File: config.mk
export PLATFORM = sky130hd
export DESIGN_NAME = cdc_fifo_wr_ctrl
export DESIGN_NICKNAME = d
export VERILOG_FILES = /design/src/rtl/cdc_fifo_pkg.sv /design/src/rtl/gray_to_binary.sv /design/src/rtl/cdc_fifo_wr_ctrl.sv
export SDC_FILE = /design/constraint.sdc
export NUM_CORES = 1
export LEC_CHECK = 0
export ABC_CLOCK_PERIOD_IN_PS = 2350
export BUFFER_PORTS_ARGS = -buffer_cell sky130_fd_sc_hd__buf_2
export CAP_MARGIN = 20
export CORE_MARGIN = 2
export CORE_UTILIZATION = 42
export CTS_BUF_LIST = sky130_fd_sc_hd__clkbuf_4 sky130_fd_sc_hd__clkbuf_8 sky130_fd_sc_hd__clkbuf_16
export DETAILED_ROUTE_END_ITERATION = 8
export MAX_ROUTING_LAYER = met4
export PLACE_DENSITY = 0.74
export SKIP_LAST_GASP = 1
export SYNTH_ARGS = -nofsm -noshare
export SYNTH_HDL_FRONTEND = slang
export SYNTH_SLANG_ARGS = --single-unit
File: constraint.sdc
create_clock -name clock -period 2.35 [get_ports clock]
set_input_delay 0.705 -clock clock [delete_from_list [all_inputs] [get_ports clock]]
set_output_delay 0.705 -clock clock [all_outputs]
set_load 0.01 [all_outputs]
File: src/rtl/cdc_fifo_pkg.sv
// Shared definitions for the CDC FIFO write- and read-side controllers.
// Pointer codecs work on 32-bit zero-extended values, so they suit any pointer width up to 32.
package cdc_fifo_pkg;

  localparam int CDC_FIFO_ADDR_WIDTH = 4;
  localparam int CDC_FIFO_MAX_PTR_W  = 32;

  function automatic logic [CDC_FIFO_MAX_PTR_W-1:0] bin2gray(
    input logic [CDC_FIFO_MAX_PTR_W-1:0] b
  );
    return b ^ (b >> 1);
  endfunction

  // Leading zeros of a narrower pointer leave the prefix XOR unchanged.
  function automatic logic [CDC_FIFO_MAX_PTR_W-1:0] gray2bin(
    input logic [CDC_FIFO_MAX_PTR_W-1:0] g
  );
    logic [CDC_FIFO_MAX_PTR_W-1:0] b;
    b[CDC_FIFO_MAX_PTR_W-1] = g[CDC_FIFO_MAX_PTR_W-1];
    for (int i = CDC_FIFO_MAX_PTR_W - 2; i >= 0; i--) begin
      b[i] = b[i+1] ^ g[i];
    end
    return b;
  endfunction

endpackage

File: src/rtl/gray_to_binary.sv
// Combinational Gray-to-binary converter: each binary bit is the XOR of all Gray bits at or above it.
module gray_to_binary #(
  parameter int W = 5
) (
  input  logic [W-1:0] gray,
  output logic [W-1:0] bin
);

  for (genvar i = 0; i < W; i++) begin : g_bit
    assign bin[i] = ^gray[W-1:i];
  end

endmodule

File: src/rtl/cdc_fifo_wr_ctrl.sv
// Write-domain controller of the async CDC FIFO: RAM write port, binary/Gray write pointers,
// and full / almost_full / level / sticky overflow derived from the synchronized read pointer.
module cdc_fifo_wr_ctrl
  import cdc_fifo_pkg::*;
#(
  parameter int WIDTH       = 8,
  parameter int ADDR_WIDTH  = CDC_FIFO_ADDR_WIDTH,
  parameter int ALMOST_FULL = 12
) (
  input  logic                  clock,
  input  logic                  reset,
  input  logic                  wr_en,
  input  logic [WIDTH-1:0]      wr_data,
  input  logic [ADDR_WIDTH:0]   rd_ptr_gray_sync,
  output logic                  mem_we,
  output logic [ADDR_WIDTH-1:0] mem_waddr,
  output logic [WIDTH-1:0]      mem_wdata,
  output logic [ADDR_WIDTH:0]   wr_ptr_gray,
  output logic                  full,
  output logic                  almost_full,
  output logic [ADDR_WIDTH:0]   level,
  output logic                  overflow
);

  localparam int PTR_W = ADDR_WIDTH + 1;

  // Write handshake: a word is taken on any edge where wr_en is high and full is low;
  // there is no ready path, so a write while full is dropped and recorded in overflow.
  logic             accept;
  logic [PTR_W-1:0] rd_bin;
  logic [PTR_W-1:0] rq_full_pattern;

  logic [PTR_W-1:0] wr_bin_d, wr_bin_q;
  logic [PTR_W-1:0] wr_ptr_gray_d, wr_ptr_gray_q;
  logic [PTR_W-1:0] level_d, level_q;
  logic             full_d, full_q;
  logic             almost_full_d, almost_full_q;
  logic             overflow_d, overflow_q;

  gray_to_binary #(.W(PTR_W)) u_rd_g2b (
    .gray (rd_ptr_gray_sync),
    .bin  (rd_bin)
  );

  always_comb begin
    accept          = wr_en & ~full_q & ~reset;
    rq_full_pattern = {~rd_ptr_gray_sync[PTR_W-1:PTR_W-2], rd_ptr_gray_sync[PTR_W-3:0]};
    wr_bin_d        = wr_bin_q + {{(PTR_W-1){1'b0}}, accept};
    wr_ptr_gray_d   = PTR_W'(bin2gray(CDC_FIFO_MAX_PTR_W'(wr_bin_d)));
    // Full when the write pointer is exactly one lap ahead of the (stale) read pointer.
    full_d          = (wr_ptr_gray_d == rq_full_pattern);
    level_d         = wr_bin_d - rd_bin;
    almost_full_d   = (32'(level_d) >= ALMOST_FULL);
    overflow_d      = overflow_q | (wr_en & full_q);
  end

  always_ff @(posedge clock or posedge reset) begin
    if (reset) begin
      wr_bin_q      <= '0;
      wr_ptr_gray_q <= '0;
      level_q       <= '0;
      full_q        <= 1'b0;
      almost_full_q <= 1'b0;
      overflow_q    <= 1'b0;
    end else begin
      wr_bin_q      <= wr_bin_d;
      wr_ptr_gray_q <= wr_ptr_gray_d;
      level_q       <= level_d;
      full_q        <= full_d;
      almost_full_q <= almost_full_d;
      overflow_q    <= overflow_d;
    end
  end

  assign mem_we      = accept;
  assign mem_waddr   = wr_bin_q[ADDR_WIDTH-1:0];
  assign mem_wdata   = wr_data;
  assign wr_ptr_gray = wr_ptr_gray_q;
  assign full        = full_q;
  assign almost_full = almost_full_q;
  assign level       = level_q;
  assign overflow    = overflow_q;

endmodule

==> impl_metrics.json, run 1 <==
{
  "run_status": "complete, but fails checks",
  "violations": "setup timing",
  "rr_endpoint": "almost_full",
  "synth_cell_types": 28,
  "fp.dieH_um": 52.36,
  "yosysSeqAreaShare_pct": 43.31,
  "utilization_pct": 60.01,
  "syn2layout_area_growth_pct": 35.16,
  "p_per_area_nw_per_um2": 1468,
  "async_reset_ff_share_pct": 100.0,
  "grt_pass1_vias": 732,
  "overflow": 0,
  "cts_made_buffers": 3,
  "tightestPinTransition_ns": 0.6349,
  "switching_share_pct": 39.28,
  "drc": 0,
  "clkSlewWorstSetupHoldPaths_ns": 0.09,
  "critPathMostFrequentCell": "inv_2",
  "total_power_w": 0.001949,
  "r2r_setup_slack_ns": 0.05,
  "required_ns": 2.51,
  "final_common_cell": "buf_2",
  "clock_path_buffers": 2,
  "cp.buffers_inverters": 3,
  "fmax_mhz": 413.4,
  "io_buffer_count": 25,
  "worst_slack_ns": -0.06921,
  "synth_area_leaders": "dfrtp_1, xnor2_1, ha_1, buf_4, xor2_1",
  "clock_sinks": 17,
  "synth_edf_count": 0,
  "multi_input_area_um2": 515.5,
  "critPathLaunch": "rd_ptr_gray_sync[2]",
  "clkPwrFrac_pct": 8.2,
  "crit_family": "XOR/XNOR gates",
  "coreArea_um2": 2212,
  "synth_cells": 82,
  "cts_htree_levels": 1,
  "worst_ep_arrival_time_ns": 2.58,
  "rsz0062_at_grt": "true",
  "routed_wl_mm": 2.029,
  "hold_viol": 0,
  "yosysTopAreaCellShare_pct": 43.31,
  "hold_ws_ns": 0.4985,
  "slew_viol_final": 0,
  "setup_viol": 3,
  "avgSynthCellArea_um2": 11.98,
  "wire_per_inst_um": 13.44,
  "power_switching_w": 0.0007657,
  "start_kind": "input pin",
  "setup_tns_ns": -0.1519,
  "cts_tree": "yes",
  "crit_slowest_cell": "xor3_2",
  "clock_latency_ns": 0.28,
  "crit_cells": 11,
  "ctsHoldBuffers": 0,
  "initial_core_util_pct": 44.40,
  "crit_type": "input pin to flip-flop",
  "fin_crit_ns": 2.419,
  "p_leak_nw": 0.6920,
  "end_kind": "flip-flop",
  "grt_max_degree": 18,
  "crit_chain": "buf_6 > xor3_2 > xnor2_2 > xnor2_1 > ha_2 > inv_2 > fa_2 > inv_2 > a211o_1 > a21o_1 > nand4_1",
  "synthFlopType": "dfrtp_1",
  "grt_first_pass_wirelength_mm": 3.118,
  "syn-num-nets": 104,
  "hp-class": "flip-flop to flip-flop",
  "reg2regPathDepth": 10,
  "fillerInstances": 187,
  "layout_common_cells": "buf_2, buf_4, dfrtp_1, xnor2_1, inv_1",
  "ant_nets": 0,
  "routed_via_density": 4.702,
  "firstDrtPassIters": 4,
  "die_x_um": 52.36,
  "num-nets-final": 146,
  "crit_end": "almost_full",
  "netlist_area_um2": 982.2,
  "fin_crit_sh_pct": 102.9,
  "antenna_found_initial": 0,
  "ir_drop_mv": 0.6445,
  "intPower_w": 0.001184,
  "dp_slack_ns": -0.4462,
  "dieArea_um2": 2742,
  "gp_congestion": 0.7417,
  "cp_max_fo": 3,
  "max_stage_delay_ns": 0.46,
  "ys_warn_count": 0,
  "relSlewSlack_pct": 57.63,
  "ys_ff_latch": 17,
  "combPwrFrac_pct": 64.8,
  "p_seq_share_pct": 27.0,
  "std_cell_rows": 17,
  "drv_cap": 0,
  "num_antenna_cells": 0,
  "drtIter0Drc": 13,
  "drive_gt1_share_pct": 51.22,
  "regArea_um2": 425.4,
  "dp_hpwl_mm": 1.610,
  "num_vias": 710,
  "track_usage_pct": 16.44,
  "ioPinCount": 42,
  "timing.rr.start": "full",
  "yosys.area.top_type": "dfrtp_1",
  "finalClockSkew_ns": 0.003266,
  "root_buffer": "clkbuf_4"
}
-- flip-flops by register name, summed over array words and instances, names as in the netlist --
| register | cells |
|---|---|
| full | 1 |
| level | 5 |
| overflow | 1 |
| wr_ptr_gray | 4 |
| wr_bin_q | 5 |
| almost_full | 1 |
-- cells by family (layout without fill, tap and decap cells) --
group	count (synthesis)	in the layout	synth area share (%)
multiplexers	1	1	1.019
AND/OR/NAND/NOR	15	15	9.045
AO/OA/AOI/OAI	6	6	4.077
buffers and inverters	17	58	9.554
flip-flops	17	17	43.31
adder cells (fa/ha/maj)	7	7	9.427
XOR/XNOR	19	19	23.57
-- worst reg2reg max path, delay by kind of cell, from the launching register on --
kind | cells | cell delay (ns)
and+or+nand+nor | 4 | 0.62
adders and majority gates | 2 | 0.53
DFF | 1 | 0.43
buffers and inverters | 2 | 0.24
xor gates and xnor gates | 1 | 0.19
AOI/OAI and AO/OA | 1 | 0.18
-- synthesized netlist by cell type (all sizes together) (2+ instances only) --
| cell | number |
|---|---|
| buf | 8 |
| xnor3 | 2 |
| ha | 5 |
| dfrtp | 17 |
| xnor2 | 9 |
| nor2 | 2 |
| o21ai | 2 |
| xor3 | 2 |
| xor2 | 6 |
| a21o | 2 |
| inv | 9 |
| nand3 | 3 |
| nand4 | 2 |
-- routing by layer --
| metal | share of wire (%) | up-vias | GRT usage, % |
|---|---|---|---|
| met5 | 0 | - | - |
| met1 | 38 | 340 | 17.34 |
| met3 | 4.6 | 4 | 1.714 |
| li1 | - | 346 | - |
| met2 | 55 | 20 | 29.38 |
| met4 | 1.5 | 0 | 9.829 |
-- power by group through the flow --
stage                     logic [W]  registers (W)  clock network, W
after floorplan            0.000669       0.000605                 0
after global placement      0.00116       0.000522                 0
after detailed placement    0.00120       0.000533                 0
after CTS                   0.00122       0.000527          0.000168
after global routing        0.00139       0.000542          0.000186
final                       0.00126       0.000526          0.000161
-- per-stage QoR --
step / instance area [um^2] / instances
floorplan: 1015 / 82
global placement: 1242 / 144
detailed placement: 1242 / 144
CTS: 1295 / 149
global route: 1328 / 151
finish: 1328 / 151
-- worst min-delay path by stage --
stage / from / end / slack [ns] / cells past startpoint
floorplan: overflow / overflow / 0.49 / 1
global placement: overflow / overflow / 0.43 / 1
detailed placement: overflow / overflow / 0.48 / 1
CTS: overflow / overflow / 0.51 / 1
global route: overflow / overflow / 0.52 / 1
finish: overflow / overflow / 0.50 / 1
-- final cells by class --
cell class                      instances  area share, %
Tap cell                               28          2.639
Multi-Input combinational cell         48          38.83
Clock buffer                            4          2.262
Sequential cell                        17          32.05
Inverter                                9          2.545
Timing Repair Buffer                   45          21.68
-- repair_timing --
item	4_1_cts	5_1_grt
cloned	0	0
gates resized for setup	4	3
pin swaps	7	0
buffers inserted	1	2
setup endpoints to repair	3	3
No activity file was read; power rests on OpenSTA's default activity.
==> run 2, diff against run 1 <==
--- a/config.mk
+++ b/config.mk
@@ -14,6 +14,7 @@
 export DETAILED_ROUTE_END_ITERATION = 8
 export MAX_ROUTING_LAYER = met4
 export PLACE_DENSITY = 0.74
+export RECOVER_POWER = 50
 export SKIP_LAST_GASP = 1
 export SYNTH_ARGS = -nofsm -noshare
 export SYNTH_HDL_FRONTEND = slang
==> impl_metrics.json, run 2 (synthesis results as in run 1) <==
{
  "dp.cells": 144,
  "track_usage_pct": 16.44,
  "fin_crit_sh_pct": 102.9,
  "grt_pass1_vias": 732,
  "drive_gt1_share_pct": 48.78,
  "start_kind": "input pin",
  "end_kind": "flip-flop",
  "worst_slack_ns": -0.06856,
  "clkSlewWorstSetupHoldPaths_ns": 0.09,
  "ant_nets": 0,
  "required_ns": 2.51,
  "utilization_pct": 59.84,
  "finalClockSkew_ns": 0.003266,
  "relSlewSlack_pct": 57.61,
  "firstDrtPassIters": 4,
  "wire_per_inst_um": 13.42,
  "clock_sinks": 17,
  "hold_viol": 0,
  "drv_cap": 0,
  "dp_hpwl_mm": 1.610,
  "fmax_mhz": 413.5,
  "coreArea_um2": 2212,
  "critPathMostFrequentCell": "inv_2",
  "io_buffer_count": 25,
  "setup_viol": 3,
  "grt_first_pass_wirelength_mm": 3.118,
  "routed_via_density": 4.702,
  "rsz0062_at_grt": "true",
  "routed_wl_mm": 2.026,
  "layout_common_cells": "buf_2, buf_4, dfrtp_1, xnor2_1, inv_1",
  "fillerInstances": 189,
  "antenna_found_initial": 0,
  "initial_core_util_pct": 44.40,
  "drtIter0Drc": 13,
  "clock_path_buffers": 2,
  "placed_area_um2": 1242,
  "syn2layout_area_growth_pct": 34.78,
  "tightestPinTransition_ns": 0.6351,
  "layout.cells.non_filler": 151,
  "fin_crit_ns": 2.419,
  "fp.dieH_um": 52.36,
  "ioPinCount": 42,
  "overflow": 0,
  "max_stage_delay_ns": 0.46,
  "p_per_area_nw_per_um2": 1471,
  "drc": 0,
  "violations": "setup timing",
  "dieArea_um2": 2742,
  "die_x_um": 52.36,
  "cts_tree": "yes",
  "gp_congestion": 0.7417,
  "crit_chain": "buf_6 > xor3_2 > xnor2_2 > xnor2_1 > ha_2 > inv_2 > fa_2 > inv_2 > a211o_1 > a21o_1 > nand4_1",
  "clock_latency_ns": 0.28,
  "num_vias": 710,
  "num-nets-final": 146,
  "root_buffer": "clkbuf_4",
  "slew_viol_final": 0,
  "hp-class": "flip-flop to flip-flop",
  "num_antenna_cells": 0,
  "p_leak_nw": 0.6837,
  "cts_made_buffers": 3,
  "ir_drop_mv": 0.6452,
  "worst_ep_arrival_time_ns": 2.58,
  "cts_htree_levels": 1,
  "run_status": "complete, but fails checks",
  "crit_slowest_cell": "xor3_2",
  "crit_type": "input pin to flip-flop",
  "std_cell_rows": 17,
  "final_cell_area_um2": 1324,
  "grt_max_degree": 18,
  "cp_max_fo": 3
}
-- run 2: cell count changes in the layout (fill, tap and decap cells not counted) --
cell / change
buf_2: -3
clkbuf_1: +3
-- run 2: report_power, final --
part / total (W) / switching [W] / internal (W) / leakage (nW)
Combinational: 0.00126 / 0.000604 / 0.000656 / 0.463
Sequential: 0.000526 / 0.0000787 / 0.000447 / 0.203
Clock: 0.000161 / 0.0000834 / 0.0000773 / 0.0184
Total: 0.00195 / 0.000766 / 0.00118 / 0.684
-- run 2: critical path: cells and delay by family --
kind            cells  cell delay [ns]
compound gates      2             0.27
xor+xnor            3             0.78
fa+ha+maj           2             0.58
buf+inv             3             0.18
simple gates        1             0.07
-- run 2: path summary, 6_finish.rpt --
path / endpoint / slack (ns) / depth (start not counted) / from
setup / recovery: almost_full / -0.07 / 11 / rd_ptr_gray_sync[2]
hold / removal: overflow / 0.50 / 1 / overflow
setup reg to reg: almost_full / 0.05 / 10 / full
hold reg to reg: overflow / 0.50 / 1 / overflow
max in group asynchronous: wr_ptr_gray[2] / 1.42 / 2 / reset
min in group asynchronous: wr_bin_q[1] / 0.53 / 2 / reset
-- run 2: final cells by class --
cell class / instances / area (um^2) / area share, %
clock buffers: 4 / 30.03 / 2.268
inverters: 9 / 33.78 / 2.552
multi-input cells: 48 / 515.5 / 38.94
well taps: 28 / 35.03 / 2.647
repair buffers: 45 / 284.0 / 21.46
flip-flops and latches: 17 / 425.4 / 32.14
-- run 2: through the flow --
| step | hold slack [ns] | power, W | setup slack (ns) | TNS, ns |
|---|---|---|---|---|
| after floorplan | 0.4932 | 0.001274 | -0.3514 | -0.9631 |
| after global placement | 0.4341 | 0.001684 | -0.4019 | -1.392 |
| after detailed placement | 0.4838 | 0.001737 | -0.4462 | -1.644 |
| after CTS | 0.5051 | 0.001911 | -0.06621 | -0.1433 |
| after global routing | 0.5169 | 0.002119 | -0.1971 | -0.5470 |
| final | 0.4987 | 0.001947 | -0.06856 | -0.1506 |
-- run 2: repair_timing --
action | 4_1_cts | 5_1_grt
setup endpoints to repair | 3 | 3
pin swaps | 7 | 0
setup buffers | 1 | 2
resized for setup | 4 | 3
hold buffers | 0 | 0
-- run 2: layer usage --
metal,track usage [%],share of wire (%),up-vias
li1,-,-,346
met1,17.34,38,340
met2,29.38,55,20
met3,1.714,4.5,4
met4,9.829,1.5,0
met5,-,0,-
